## src/rtl/sprite_pkg.sv

```systemverilog
// Shared types and defaults for the per-fighter sprite pixel pipeline.
// Holds the RGB struct, palette depth, colour key and per-fighter frame counts.
package sprite_pkg;

  typedef struct packed {
    logic [7:0] r;
    logic [7:0] g;
    logic [7:0] b;
  } rgb_t;

  localparam int          CODE_W_DEF  = 4;
  localparam int          PAL_DEPTH   = 2**CODE_W_DEF;
  localparam logic [23:0] KEY_RGB_DEF = 24'hFFFFFF;

  localparam int FRAMES_FIGHTER_A = 32;
  localparam int FRAMES_FIGHTER_B = 24;
  localparam int FRAMES_FIGHTER_C = 28;

endpackage

```

## src/rtl/sprite_palette_ram.sv

```systemverilog
// Palette register file: one synchronous write port, one registered read port.
// Read latency 1 cycle, old data returned on same-index collision; no backpressure.
module sprite_palette_ram
  import sprite_pkg::*;
#(
  parameter int CODE_W = 4
) (
  input  logic              Clk,
  input  logic              Reset_n,
  input  logic              we,
  input  logic [CODE_W-1:0] wr_idx,
  input  rgb_t              wr_data,
  input  logic              rd_en,
  input  logic [CODE_W-1:0] rd_idx,
  output rgb_t              rd_data
);

  localparam int DEPTH = 2**CODE_W;

  rgb_t mem_q [DEPTH];
  rgb_t mem_d [DEPTH];
  rgb_t rd_q;
  rgb_t rd_d;

  // Read samples mem_q, so a write in the same cycle is only seen next cycle.
  always_comb begin
    mem_d = mem_q;
    if (we) begin
      mem_d[wr_idx] = wr_data;
    end
    rd_d = rd_q;
    if (rd_en) begin
      rd_d = mem_q[rd_idx];
    end
  end

  always_ff @(posedge Clk or negedge Reset_n) begin
    if (!Reset_n) begin
      for (int i = 0; i < DEPTH; i++) begin
        mem_q[i] <= '0;
      end
      rd_q <= '0;
    end else begin
      mem_q <= mem_d;
      rd_q  <= rd_d;
    end
  end

  assign rd_data = rd_q;

endmodule

```

## src/rtl/sprite_pixel_pipe.sv

```systemverilog
// Sprite pixel pipe: (x,y)+frame -> ROM address -> palette RGB with transparency/OOB keying.
// Latency pix_valid N -> out_valid N+3, 1 pixel/cycle; no backpressure, bubbles hold outputs.
module sprite_pixel_pipe
  import sprite_pkg::*;
#(
  parameter int          NUM_FRAMES  = 32,
  parameter int          FRAME_W     = 6,
  parameter int          SPRITE_W    = 128,
  parameter int          SPRITE_H    = 128,
  parameter int          ADDR_W      = 19,
  parameter int          CODE_W      = 4,
  parameter int          TRANSP_CODE = 0,
  parameter logic [23:0] KEY_RGB     = KEY_RGB_DEF
) (
  input  logic               Clk,
  input  logic               Reset_n,
  input  logic               frame_start,
  input  logic [FRAME_W-1:0] frame_sel,
  input  logic               flip,
  input  logic               pix_valid,
  input  logic [9:0]         pix_x,
  input  logic [9:0]         pix_y,
  output logic [FRAME_W-1:0] rom_frame,
  output logic [ADDR_W-1:0]  rom_addr,
  input  logic [CODE_W-1:0]  rom_code,
  input  logic               pal_we,
  input  logic [CODE_W-1:0]  pal_idx,
  input  logic [23:0]        pal_data,
  output logic               out_valid,
  output logic [7:0]         Red,
  output logic [7:0]         Green,
  output logic [7:0]         Blue,
  output logic               zero
);

  logic [FRAME_W-1:0] frame_q, frame_d, frame_eff, frame_ok;
  logic               flip_q, flip_d, flip_eff;
  logic [ADDR_W-1:0]  rom_addr_q, rom_addr_d, addr_lin;
  logic [FRAME_W-1:0] rom_frame_q, rom_frame_d;
  logic               v0_q, v0_d, oob0_q, oob0_d;
  logic               v1_q, v1_d, oob1_q, oob1_d;
  logic               out_valid_q, out_valid_d;
  logic               zero_q, zero_d;
  logic               oob;
  logic [9:0]         xm;
  rgb_t               pal_rd;

  always_comb begin
    frame_ok  = (32'(frame_sel) < 32'(NUM_FRAMES)) ? frame_sel : '0;
    // The same select feeds the latch and this cycle's address, so a
    // pixel coinciding with frame_start already uses the new frame/flip.
    frame_eff = frame_start ? frame_ok : frame_q;
    flip_eff  = frame_start ? flip : flip_q;
    frame_d   = frame_eff;
    flip_d    = flip_eff;

    oob      = (32'(pix_x) >= 32'(SPRITE_W)) || (32'(pix_y) >= 32'(SPRITE_H));
    xm       = flip_eff ? (10'(SPRITE_W - 1) - pix_x) : pix_x;
    addr_lin = ADDR_W'(pix_y) * ADDR_W'(SPRITE_W) + ADDR_W'(xm);

    v0_d        = pix_valid;
    rom_addr_d  = rom_addr_q;
    rom_frame_d = rom_frame_q;
    oob0_d      = oob0_q;
    if (pix_valid) begin
      // A mirrored out-of-range x wraps in xm; forcing 0 keeps it off the ROM.
      rom_addr_d  = oob ? '0 : addr_lin;
      rom_frame_d = frame_eff;
      oob0_d      = oob;
    end

    v1_d   = v0_q;
    oob1_d = oob0_q;

    out_valid_d = v1_q;
    zero_d      = zero_q;
    if (v1_q) begin
      zero_d = oob1_q || (rom_code == CODE_W'(TRANSP_CODE));
    end
  end

  always_ff @(posedge Clk or negedge Reset_n) begin
    if (!Reset_n) begin
      frame_q     <= '0;
      flip_q      <= 1'b0;
      rom_addr_q  <= '0;
      rom_frame_q <= '0;
      v0_q        <= 1'b0;
      oob0_q      <= 1'b0;
      v1_q        <= 1'b0;
      oob1_q      <= 1'b0;
      out_valid_q <= 1'b0;
      zero_q      <= 1'b0;
    end else begin
      frame_q     <= frame_d;
      flip_q      <= flip_d;
      rom_addr_q  <= rom_addr_d;
      rom_frame_q <= rom_frame_d;
      v0_q        <= v0_d;
      oob0_q      <= oob0_d;
      v1_q        <= v1_d;
      oob1_q      <= oob1_d;
      out_valid_q <= out_valid_d;
      zero_q      <= zero_d;
    end
  end

  // The palette's registered read is the stage-2 colour register.
  sprite_palette_ram #(
    .CODE_W (CODE_W)
  ) u_palette (
    .Clk     (Clk),
    .Reset_n (Reset_n),
    .we      (pal_we),
    .wr_idx  (pal_idx),
    .wr_data (rgb_t'(pal_data)),
    .rd_en   (v1_q),
    .rd_idx  (rom_code),
    .rd_data (pal_rd)
  );

  assign rom_addr  = rom_addr_q;
  assign rom_frame = rom_frame_q;
  assign out_valid = out_valid_q;
  assign zero      = zero_q;
  assign {Red, Green, Blue} = zero_q ? KEY_RGB : pal_rd;

endmodule

```

## config.mk

```make
export PLATFORM = sky130hd
export DESIGN_NAME = sprite_pixel_pipe
export DESIGN_NICKNAME = d
export VERILOG_FILES = /design/src/rtl/sprite_pkg.sv /design/src/rtl/sprite_palette_ram.sv /design/src/rtl/sprite_pixel_pipe.sv
export SDC_FILE = /design/constraint.sdc
export NUM_CORES = 1
export LEC_CHECK = 0
export CORE_MARGIN = 1.5
export CORE_UTILIZATION = 60
export DETAILED_ROUTE_END_ITERATION = 6
export GPL_TIMING_DRIVEN = 0
export PLACE_DENSITY = 0.92
export SYNTH_ARGS = -nofsm -noshare
export SYNTH_HDL_FRONTEND = slang
export SYNTH_SLANG_ARGS = --single-unit
```

## constraint.sdc

```tcl
create_clock -name Clk -period 3.1 [get_ports Clk]
set_input_delay 0.465 -clock Clk [delete_from_list [all_inputs] [get_ports Clk]]
set_output_delay 0.465 -clock Clk [all_outputs]
set_load 0.005 [all_outputs]
```

==> results of run 1 <==
[synth_stat cells (17+ instances only)]
library cell | n | share of area
a22oi_1 | 48 | 0.018
a31oi_1 | 24 | 0.0075
buf_2 | 37 | 0.0093
buf_4 | 17 | 0.0064
clkbuf_1 | 57 | 0.011
dfrtp_1 | 445 | 0.56
mux2_2 | 391 | 0.22
mux2i_1 | 96 | 0.048
mux4_2 | 48 | 0.054
nand2_1 | 57 | 0.011
nand4_1 | 24 | 0.0075
nor2_1 | 39 | 0.0073
or2_2 | 25 | 0.0078
[timing repair]
item | 4_1_cts | 5_1_grt
hold endpoints to repair | 80 | 0
hold buffers | 1 | 0
setup endpoints to repair | 0 | 0
[area by class of cell]
class | instances | area [µm²]
Clock inverter | 12 | 146
Sequential cell | 445 | 11100
Buffer | 114 | 546
Timing Repair Buffer | 113 | 1190
Tap cell | 442 | 553
Fill cell | 2046 | 9470
Inverter | 15 | 56.3
Multi-Input combinational cell | 829 | 8260
Clock buffer | 69 | 1350
[per-layer routing]
metal / vias up / global-route usage
li1: 5414 / -
met2: 492 / 0.501
met3: 130 / 0.0487
met4: 0 / 0.122
met1: 6735 / 0.393
met5: - / 0
[layout by cell type, fill, tap and decap left out, types with 4 or more instances in the layout]
| master | Yosys | routed |
|---|---|---|
| mux4_2 | 48 | 48 |
| buf_2 | 37 | 37 |
| or2_2 | 25 | 25 |
| ha_1 | 6 | 6 |
| inv_1 | 15 | 15 |
| clkinv_2 | 0 | 5 |
| nand3b_1 | 4 | 4 |
| nand2_1 | 57 | 57 |
| nor2_1 | 39 | 39 |
| clkdlybuf4s50_1 | 0 | 108 |
| a31oi_1 | 24 | 24 |
| buf_4 | 17 | 17 |
| clkbuf_1 | 57 | 70 |
| mux2i_1 | 96 | 96 |
| o21ai_0 | 5 | 5 |
| mux2_2 | 391 | 391 |
| nor2b_1 | 10 | 10 |
| dfrtp_1 | 445 | 445 |
| clkbuf_8 | 0 | 9 |
| o2bb2ai_1 | 13 | 13 |
| clkbuf_16 | 0 | 47 |
| xor2_1 | 12 | 12 |
| nand2b_1 | 5 | 5 |
| a22oi_1 | 48 | 48 |
| nand4_1 | 24 | 24 |
[per-stage QoR]
step	TNS, ps	cells
3_5_place_dp	-90.4	1957
6_report	0	2039
3_3_place_gp	-7492020	1954
5_1_grt	0	2039
4_1_cts	0	2039
2_1_floorplan	0	1403
[worst paths after layout]
check,from,to,slack [ps]
worst min register to register,v0_q$_DFF_PN0_,out_valid_d$_DFF_PN0_,350
worst max-delay path,zero$_DFFE_PN0P_,Green[1],140
worst max register to register,flip_q$_DFF_PN0_,rom_addr[12]$_DFFE_PN0P_,440
worst min-delay path,frame_start,frame_q[5]$_DFF_PN0_,230
max in group asynchronous,Reset_n,u_palette.rd_data[11]$_DFFE_PN0P_,1040
min in group asynchronous,Reset_n,u_palette.mem_q[245]$_DFFE_PN0P_,500
[sequential cells by signal, indices dropped and copies added, names as in the netlist, 6 cells and up]
signal             cells
rom_addr              18
u_palette.rd_data     24
rom_frame              6
frame_q                6
u_palette.mem_q      384
[report_power, final]
part           total (W)  switching [W]  internal [W]
combinational    0.00264        0.00111       0.00153
clock            0.00549        0.00224       0.00325
sequential       0.00774       0.000689       0.00705
[worst max-delay path, delay by kind of cell, from the launching register on]
family | cells | cell delay [ps]
buffers and inverters | 2 | 1230
DFF | 1 | 450
and+or+nand+nor | 1 | 280
[logic make-up after synthesis]
logic type	Yosys count	synth area share
adder cells (fa/ha/maj)	7	0.00476
AND/OR/NAND/NOR	173	0.0431
multiplexers	536	0.323
buffers and inverters	129	0.0301
other	1	0.000188
AO/OA/AOI/OAI	100	0.0367
flip-flops	445	0.557
XOR/XNOR	12	0.00526
==> reports/metrics.csv, run 1 <==
metric,value,unit
finalPower,0.0159,W
cp_cell_sequence,"clkbuf_1, or2_2, clkdlybuf4s50_1",
initial_core_util,0.611,
ios,115,
cts.sinks,445,
clock_skew,19.1,ps
grt_pass1_wl,77800,µm
syn-num-nets,1474,
grtUsageTotal,0.300,
coreArea,0.0327,mm²
wl,50100,µm
netlist_area,0.0200,mm²
hold_path.class,in2reg,
syn_inst,1403,
peakVddDrop,490,µV
synth_ff_type,dfrtp_1,
drc,0,
area_growth,16.2,%
die-height,186,µm
io_buffer_count,109,
cellLeakagePower,10.1,nW
die_area,0.0344,mm²
postCtsSetupBuffers,0,
ant_nets,0,
fin_nets,1634,
fin_ws,141,ps
fp-row-count,66,
outcome,"finished, final reports clean",
htreeDepth,2,
post_dp_cell_area,0.0217,mm²
die_width,186,µm
clkSlewWorstSetupHoldPaths,60,ps
holdPathStages,2,
routed-via-count,12800,
drt-met1-wl,20100,µm
yosys_warnings,0,
synthArstFlopShare,1.00,
root_buffer,clkbuf_16,
place_ws,-68.3,ps
utilization,0.710,
min_period,2960,ps
met2WireLength,25100,µm
rsz0062_at_grt,no,
antenna_found_initial,1,
max_cap_violations,0,
slew_violations,0,
dr.first_iter.drc_count,922,
postCtsResizedCells,0,
firstDrtPassIters,5,
clk_latency,550,ps
crit_path_top_delay_cell,clkbuf_1,
wl_per_cell,24.6,µm
ys_seq_area_frac,0.557,
slew_headroom,0.273,
viasPerCell,6.26,
fmax,338,MHz
place_congestion,0.837,
final_cell_area,0.0232,mm²
cp.arrival,2490,ps
worst_pin_slew,1090,ps
drive_gt1_frac,0.373,
routed.top_layer,met4,
cts_tree,built,
timing.hold.ws,228,ps
grt_pass1_vias,13900,
avgSynthCellArea,14.3,µm²
worst-path-max-fanout,10,
synth_enable_flop_cells,0,
powerDensity,683,mW/mm²
ff2ff_path_depth,7,
crit_path_start_kind,register,
yosysUniqueCellTypes,43,
cts_made_buffers,45,
cp_data_required_time,2630,ps
wl_met3,3080,µm
cp-end-kind,output port,
path_class,reg2out,
finalCritPeriodShare,0.955,
diodes,0,
hpwl,32700,µm
hold_violations,0,
grt_overflow_total,0,
setup_viol_count_final,0,
slowest_delay,720,ps
ys_ff_latch,445,
clock_path_buffers,3,
grt_max_degree,133,
(Power assumes the default switching activity.)
==> inputs of run 2 (changes only) <==
Settings changed: ABC_AREA from default to 1, CAP_MARGIN from default to 20, CORE_MARGIN 1.5 to 10.
==> reports/metrics.csv, run 2 <==
metric,value,unit,change
outcome,"finished, final reports clean",,
ys_ff_latch,445,,unchanged
place_congestion,1.01,,+20%
regToRegStartpoint,flip_q$_DFF_PN0_,,
synthArstFlopShare,1.00,,unchanged
max_cap_violations,0,,unchanged
crit_path_top_delay_cell,clkdlybuf4s50_1,,
utilization,0.698,,-0.0124
worst_pin_slew,778,ps,-312 ps
crit_path_start_kind,register,,
viasPerCell,5.59,,-11%
drive_gt1_frac,0.0706,,-0.303
cellLeakagePower,12.6,nW,+24%
synth.most_common_cell,nand2_1,,
hold_path.class,reg2reg,,
initial_core_util,0.605,,-0.00654
fin_ws,306,ps,+165 ps
syn-num-nets,2936,,+99%
fp-row-count,69,,+4.5%
clk_latency,570,ps,+20 ps
grt_pass1_vias,19100,,+38%
min_period,2790,ps,-165 ps
hold_violations,0,,unchanged
cp_top_family,buffers and inverters,,
cp.arrival,2330,ps,-160 ps
slew_violations,0,,unchanged
firstDrtPassIters,6,,+1
grt_pass1_wl,103000,µm,+33%
cts_made_buffers,47,,+4.4%
hp-start,v0_q$_DFF_PN0_,,
io_buffer_count,111,,+1.8%
grtUsageTotal,0.298,,-0.00130
grt_max_degree,132,,-0.75%
die-height,209,µm,+13%
slowest_delay,530,ps,-190 ps
yosysUniqueCellTypes,25,,-42%
powerDensity,645,mW/mm²,-5.6%
cp_cell_sequence,"clkbuf_1, or2_2, clkdlybuf4s50_1",,
netlist_area,0.0214,mm²,+7.1%
path_class,reg2out,,
avgSynthCellArea,7.47,µm²,-48%
peakVddDrop,450,µV,-8.1%
place_ws,54.0,ps,+122 ps
wl_per_cell,19.0,µm,-23%
root_buffer,clkbuf_16,,
grt_overflow_total,0,,unchanged
worst-path-buf-inv,2,,unchanged
die_area,0.0436,mm²,+27%
antenna_found_initial,0,,-1
dr.first_iter.drc_count,2630,,+190%
cts.sinks,445,,unchanged
startpoint,zero$_DFFE_PN0P_,,
synth_area_leader_cell,dfrtp_1,,
ys_seq_area_frac,0.520,,-0.0368
drc,0,,unchanged
slew_headroom,0.482,,+0.208
yosys_warnings,0,,unchanged
area_growth,15.4,%,
synth_enable_flop_cells,0,,unchanged
final_cell_mix,"985 x nand2_1, 445 x dfrtp_1, 386 x inv_1, 286 x o21ai_0, 226 x nand3_1",,
clock_skew,11.7,ps,-7.36 ps
syn_inst,2865,,+100%
largest_reg_flops,384,,unchanged
ant_nets,0,,unchanged
fmax,358,MHz,+5.9%
final_common_cell,nand2_1,,
rsz0062_at_grt,no,,
ios,115,,unchanged
clkSlewWorstSetupHoldPaths,60,ps,about the same
hpwl,48900,µm,+50%
cts_tree,built,,
yosys-top-cells-count,"985 x nand2_1, 445 x dfrtp_1, 386 x inv_1, 286 x o21ai_0, 226 x nand3_1",,
synth_ff_type,dfrtp_1,,
routed-via-count,19700,,+54%
cp_data_required_time,2630,ps,about the same
wl,66900,µm,+33%
finalCritPeriodShare,0.901,,-0.0533
setup_viol_count_final,0,,unchanged
cp-end-kind,output port,,
synthTopCellsByArea,"dfrtp_1 52%, nand2_1 17%, inv_1 6.8%",,
htreeDepth,2,,unchanged
worst-path-max-fanout,10,,unchanged
fin_nets,3100,,+90%
yosysTopAreaCellShare,0.520,,-0.0368
coreArea,0.0354,mm²,+8.2%
die_width,209,µm,+13%
clock_path_buffers,3,,unchanged
regMostFlops,u_palette.mem_q,,
## run 2: cell count changes after synthesis, sizes merged, moves of 22 or more
cell | previous run | this run
a21oi | 3 | 25
mux2 | 391 | 0
nor2 | 40 | 146
buf | 57 | 109
nand2 | 57 | 986
mux4 | 48 | 0
a31oi | 24 | 1
mux2i | 97 | 0
o21ai | 5 | 404
a22oi | 48 | 0
clkbuf | 57 | 82
inv | 15 | 394
nand4 | 24 | 0
nand3 | 1 | 226
## run 2: cell families (layout without fill, tap and decap cells)
kind of cell,count (synthesis),count (layout),share of synthesized area
flops,445,445,0.520
other cells,1,2,0.000175
fa+ha+maj,7,7,0.00444
buf+inv,585,778,0.110
simple gates,1389,1389,0.262
xor+xnor,8,8,0.00327
compound gates,430,430,0.101
## run 2: metal layers
metal  track usage  wire length (µm)  vias up
li1              -                 -     9103
met1         0.381             25600     9304
met2         0.491             31900     1082
met3        0.0592              6980      196
met4         0.116              2450        0
met5             0                 0        -
## run 2: stage by stage
| stage | instance area, µm² | setup TNS (ps) | total power (W) | std cells | hold slack [ps] |
|---|---|---|---|---|---|
| 2_1_floorplan | 21400 | 0 | 0.00931 | 2865 | 169 |
| 3_3_place_gp | 23100 | -7578440 | 0.0102 | 3437 | 346 |
| 3_5_place_dp | 23200 | 0 | 0.0103 | 3440 | 341 |
| 4_1_cts | 24700 | 0 | 0.0159 | 3519 | 353 |
| 5_1_grt | 24700 | 0 | 0.0167 | 3519 | 366 |
| 6_report | 24700 | 0 | 0.0159 | 3520 | 353 |
## run 2: worst paths after layout
path | end | slack (ps) | depth (start not counted)
max | Green[5] | 310 | 3
min | out_valid_d$_DFF_PN0_ | 350 | 0
max reg2reg | rom_addr[13]$_DFFE_PN0P_ | 830 | 13
min reg2reg | out_valid_d$_DFF_PN0_ | 350 | 0
max in group asynchronous | u_palette.mem_q[152]$_DFFE_PN0P_ | 1600 | 3
min in group asynchronous | u_palette.mem_q[51]$_DFFE_PN0P_ | 440 | 2
## run 2: power breakdown
group	internal (W)	leakage (nW)	total, W	switching, W
Combinational	0.00103	6.25	0.00286	0.00183
Sequential	0.00693	5.57	0.00748	0.000549
Clock	0.00329	0.744	0.00558	0.00229
Total	0.0113	12.6	0.0159	0.00467
## run 2: what timing repair did
item / 4_1_cts / 5_1_grt
hold buffers: 1 / 0
setup buffers: 0 / 0
gates resized for setup: 0 / 0
setup endpoints to repair: 0 / 0
endpoints found under the hold margin: 57 / 0
## run 2: final cells by class
class / instances / area (µm²)
Tap cell: 461 / 577
Sequential cell: 445 / 11100
Multi-Input combinational cell: 1835 / 7920
Fill cell: 2747 / 10700
Timing Repair Buffer: 115 / 1210
Buffer: 191 / 876
Clock buffer: 71 / 1420
Antenna cell: 1 / 2.50
Clock inverter: 7 / 88.8
Inverter: 394 / 1480
==> inputs of run 3 (changes only) <==
==> constraint.sdc (replaced) <==
create_clock -name Clk -period 3.1 [get_ports Clk]
set_input_delay 0.62 -clock Clk [delete_from_list [all_inputs] [get_ports Clk]]
set_output_delay 0.62 -clock Clk [all_outputs]
set_load 0.005 [all_outputs]
==> reports/metrics.csv, run 3 (synthesized netlist as in run 2, its figures left out) <==
metric,value,unit,change
fmax,336,MHz,-6.1%
hold_violations,4,,+4
place_congestion,1.01,,unchanged
crit_path_start_kind,register,,
cts_tree,built,,
final_cells,3519,,-0.028%
ios,115,,unchanged
viasPerCell,5.60,,+0.12%
drc,0,,unchanged
max_cap_violations,0,,unchanged
coreArea,0.0354,mm²,unchanged
postCtsSetupBuffers,0,,unchanged
grt_max_degree,132,,unchanged
path_class,reg2out,,
dr.first_iter.drc_count,2583,,-1.8%
grt_overflow_total,0,,unchanged
cts.sinks,445,,unchanged
die-height,209,µm,unchanged
root_buffer,clkbuf_16,,
cp.arrival,2350,ps,+20 ps
final_cell_mix,"985 x nand2_1, 445 x dfrtp_1, 386 x inv_1, 286 x o21ai_0, 226 x nand3_1",,
firstDrtPassIters,6,,unchanged
utilization,0.698,,about the same
slew_violations,0,,unchanged
htreeDepth,2,,unchanged
finalCritPeriodShare,0.960,,+0.0583
largest_reg_flops,384,,unchanged
postCtsResizedCells,0,,unchanged
placed_cells,3440,,unchanged
routed-via-count,19700,,+0.091%
multi_input_area,0.00792,mm²,unchanged
cts_made_buffers,47,,unchanged
met3_usage,0.0592,,unchanged
critPathCapture,Green[6],,
cellLeakagePower,12.6,nW,about the same
worst_pin_slew,819,ps,+41.2 ps
worst-path-max-fanout,10,,unchanged
seq_area,0.0111,mm²,unchanged
drive_gt1_frac,0.0707,,about the same
final_common_cell,nand2_1,,
regToRegStartpoint,flip_q$_DFF_PN0_,,
wl,67000,µm,+0.11%
place_ws,-101,ps,-155 ps
fillCellCount,2745,,-0.073%
min_period,2970,ps,+181 ps
peakVddDrop,452,µV,+0.27%
powerDensity,645,mW/mm²,about the same
r2r_slack,840,ps,about the same
startpoint,zero$_DFFE_PN0P_,,
area_growth,15.3,%,about the same
use_met1,0.381,,unchanged
die_width,209,µm,unchanged
timing.hold.ws,-2.12,ps,-356 ps
p_switching,0.00468,W,+0.21%
ff2ff_path_depth,13,,unchanged
grt.busiest_layer,met2,,
ant_nets,0,,unchanged
rsz0062_at_grt,no,,
fp-row-count,69,,unchanged
seq_power_share,0.470,,about the same
grt_pass1_vias,19100,,-0.026%
grtUsageTotal,0.298,,unchanged
grt_pass1_wl,103000,µm,unchanged
wl_per_cell,19.0,µm,+0.13%
cp-end-kind,output port,,
r2r-end,rom_addr[13]$_DFFE_PN0P_,,
antenna_found_initial,0,,unchanged
die_area,0.0436,mm²,unchanged
setup_viol_count_final,0,,unchanged
p_sw_frac,0.293,,+0.000457
cp_data_required_time,2480,ps,-150 ps
use_met2,0.491,,unchanged
fin_tns_setup,0,ps,unchanged
hpwl,48900,µm,unchanged
violations,hold timing,,
hold_path.class,in2async,,
p_int,0.0113,W,about the same
clkSlewWorstSetupHoldPaths,60,ps,about the same
fin_nets,3099,,-0.032%
outcome,"finished, violations left",,
fin_ws,125,ps,-181 ps
initial_core_util,0.605,,unchanged
slew_headroom,0.454,,-0.0275
pwr-share-clk,0.351,,about the same
clock_path_buffers,3,,unchanged
io_buffer_count,111,,unchanged
cts_hold_buffers,0,,-1
combPwrFrac,0.180,,about the same
clock_skew,11.5,ps,-0.208 ps
regMostFlops,u_palette.mem_q,,
clk_latency,570,ps,about the same
-- run 3: cell types whose count changed in the layout (fill, tap and decap cells not counted) --
cell and delta:
dlygate4sd3_1 -1
-- run 3: metal layers --
metal  part of all wire  vias to the layer above
met4              0.037                        0
met2               0.48                     1072
met5                  0                        -
met1               0.38                     9350
met3               0.11                      183
li1                   -                     9098
-- run 3: stage by stage --
stage	area, µm²	hold slack, ps	power (W)
floorplan	21400	324	0.00931
global placement	23100	346	0.0102
detailed placement	23200	341	0.0103
CTS	24700	7.91	0.0159
global route	24700	22.1	0.0167
finish	24700	-2.12	0.0159
-- run 3: critical path: stages, from the launching register on --
cell             delay [ps]
dfrtp_1                 460
clkbuf_1                510
or2_2                   290
clkdlybuf4s50_1         520
-- run 3: cell type report --
class                           count  area share
Clock buffer                       71      0.0574
Sequential cell                   445       0.451
Clock inverter                      7     0.00360
Multi-Input combinational cell   1835       0.321
Tap cell                          461      0.0234
Timing Repair Buffer              114      0.0485
Inverter                          394      0.0599
Antenna cell                        1    0.000101
Buffer                            191      0.0355
-- run 3: worst min-delay path by stage --
stage	to	slack, ps	depth (start not counted)
after floorplan	flip_q$_DFF_PN0_	320	0
after global placement	out_valid_d$_DFF_PN0_	350	0
after detailed placement	out_valid_d$_DFF_PN0_	340	0
after CTS	u_palette.mem_q[25]$_DFFE_PN0P_	8	1
after global routing	u_palette.mem_q[25]$_DFFE_PN0P_	20	1
final	u_palette.mem_q[51]$_DFFE_PN0P_	-2	1
-- run 3: power groups by stage --
stage / clock network (W) / registers [W] / logic, W
finish: 0.00559 / 0.00748 / 0.00286
global route: 0.00584 / 0.00759 / 0.00326
CTS: 0.00559 / 0.00746 / 0.00282
detailed placement: 0 / 0.00754 / 0.00277
global placement: 0 / 0.00753 / 0.00263
floorplan: 0 / 0.00740 / 0.00191
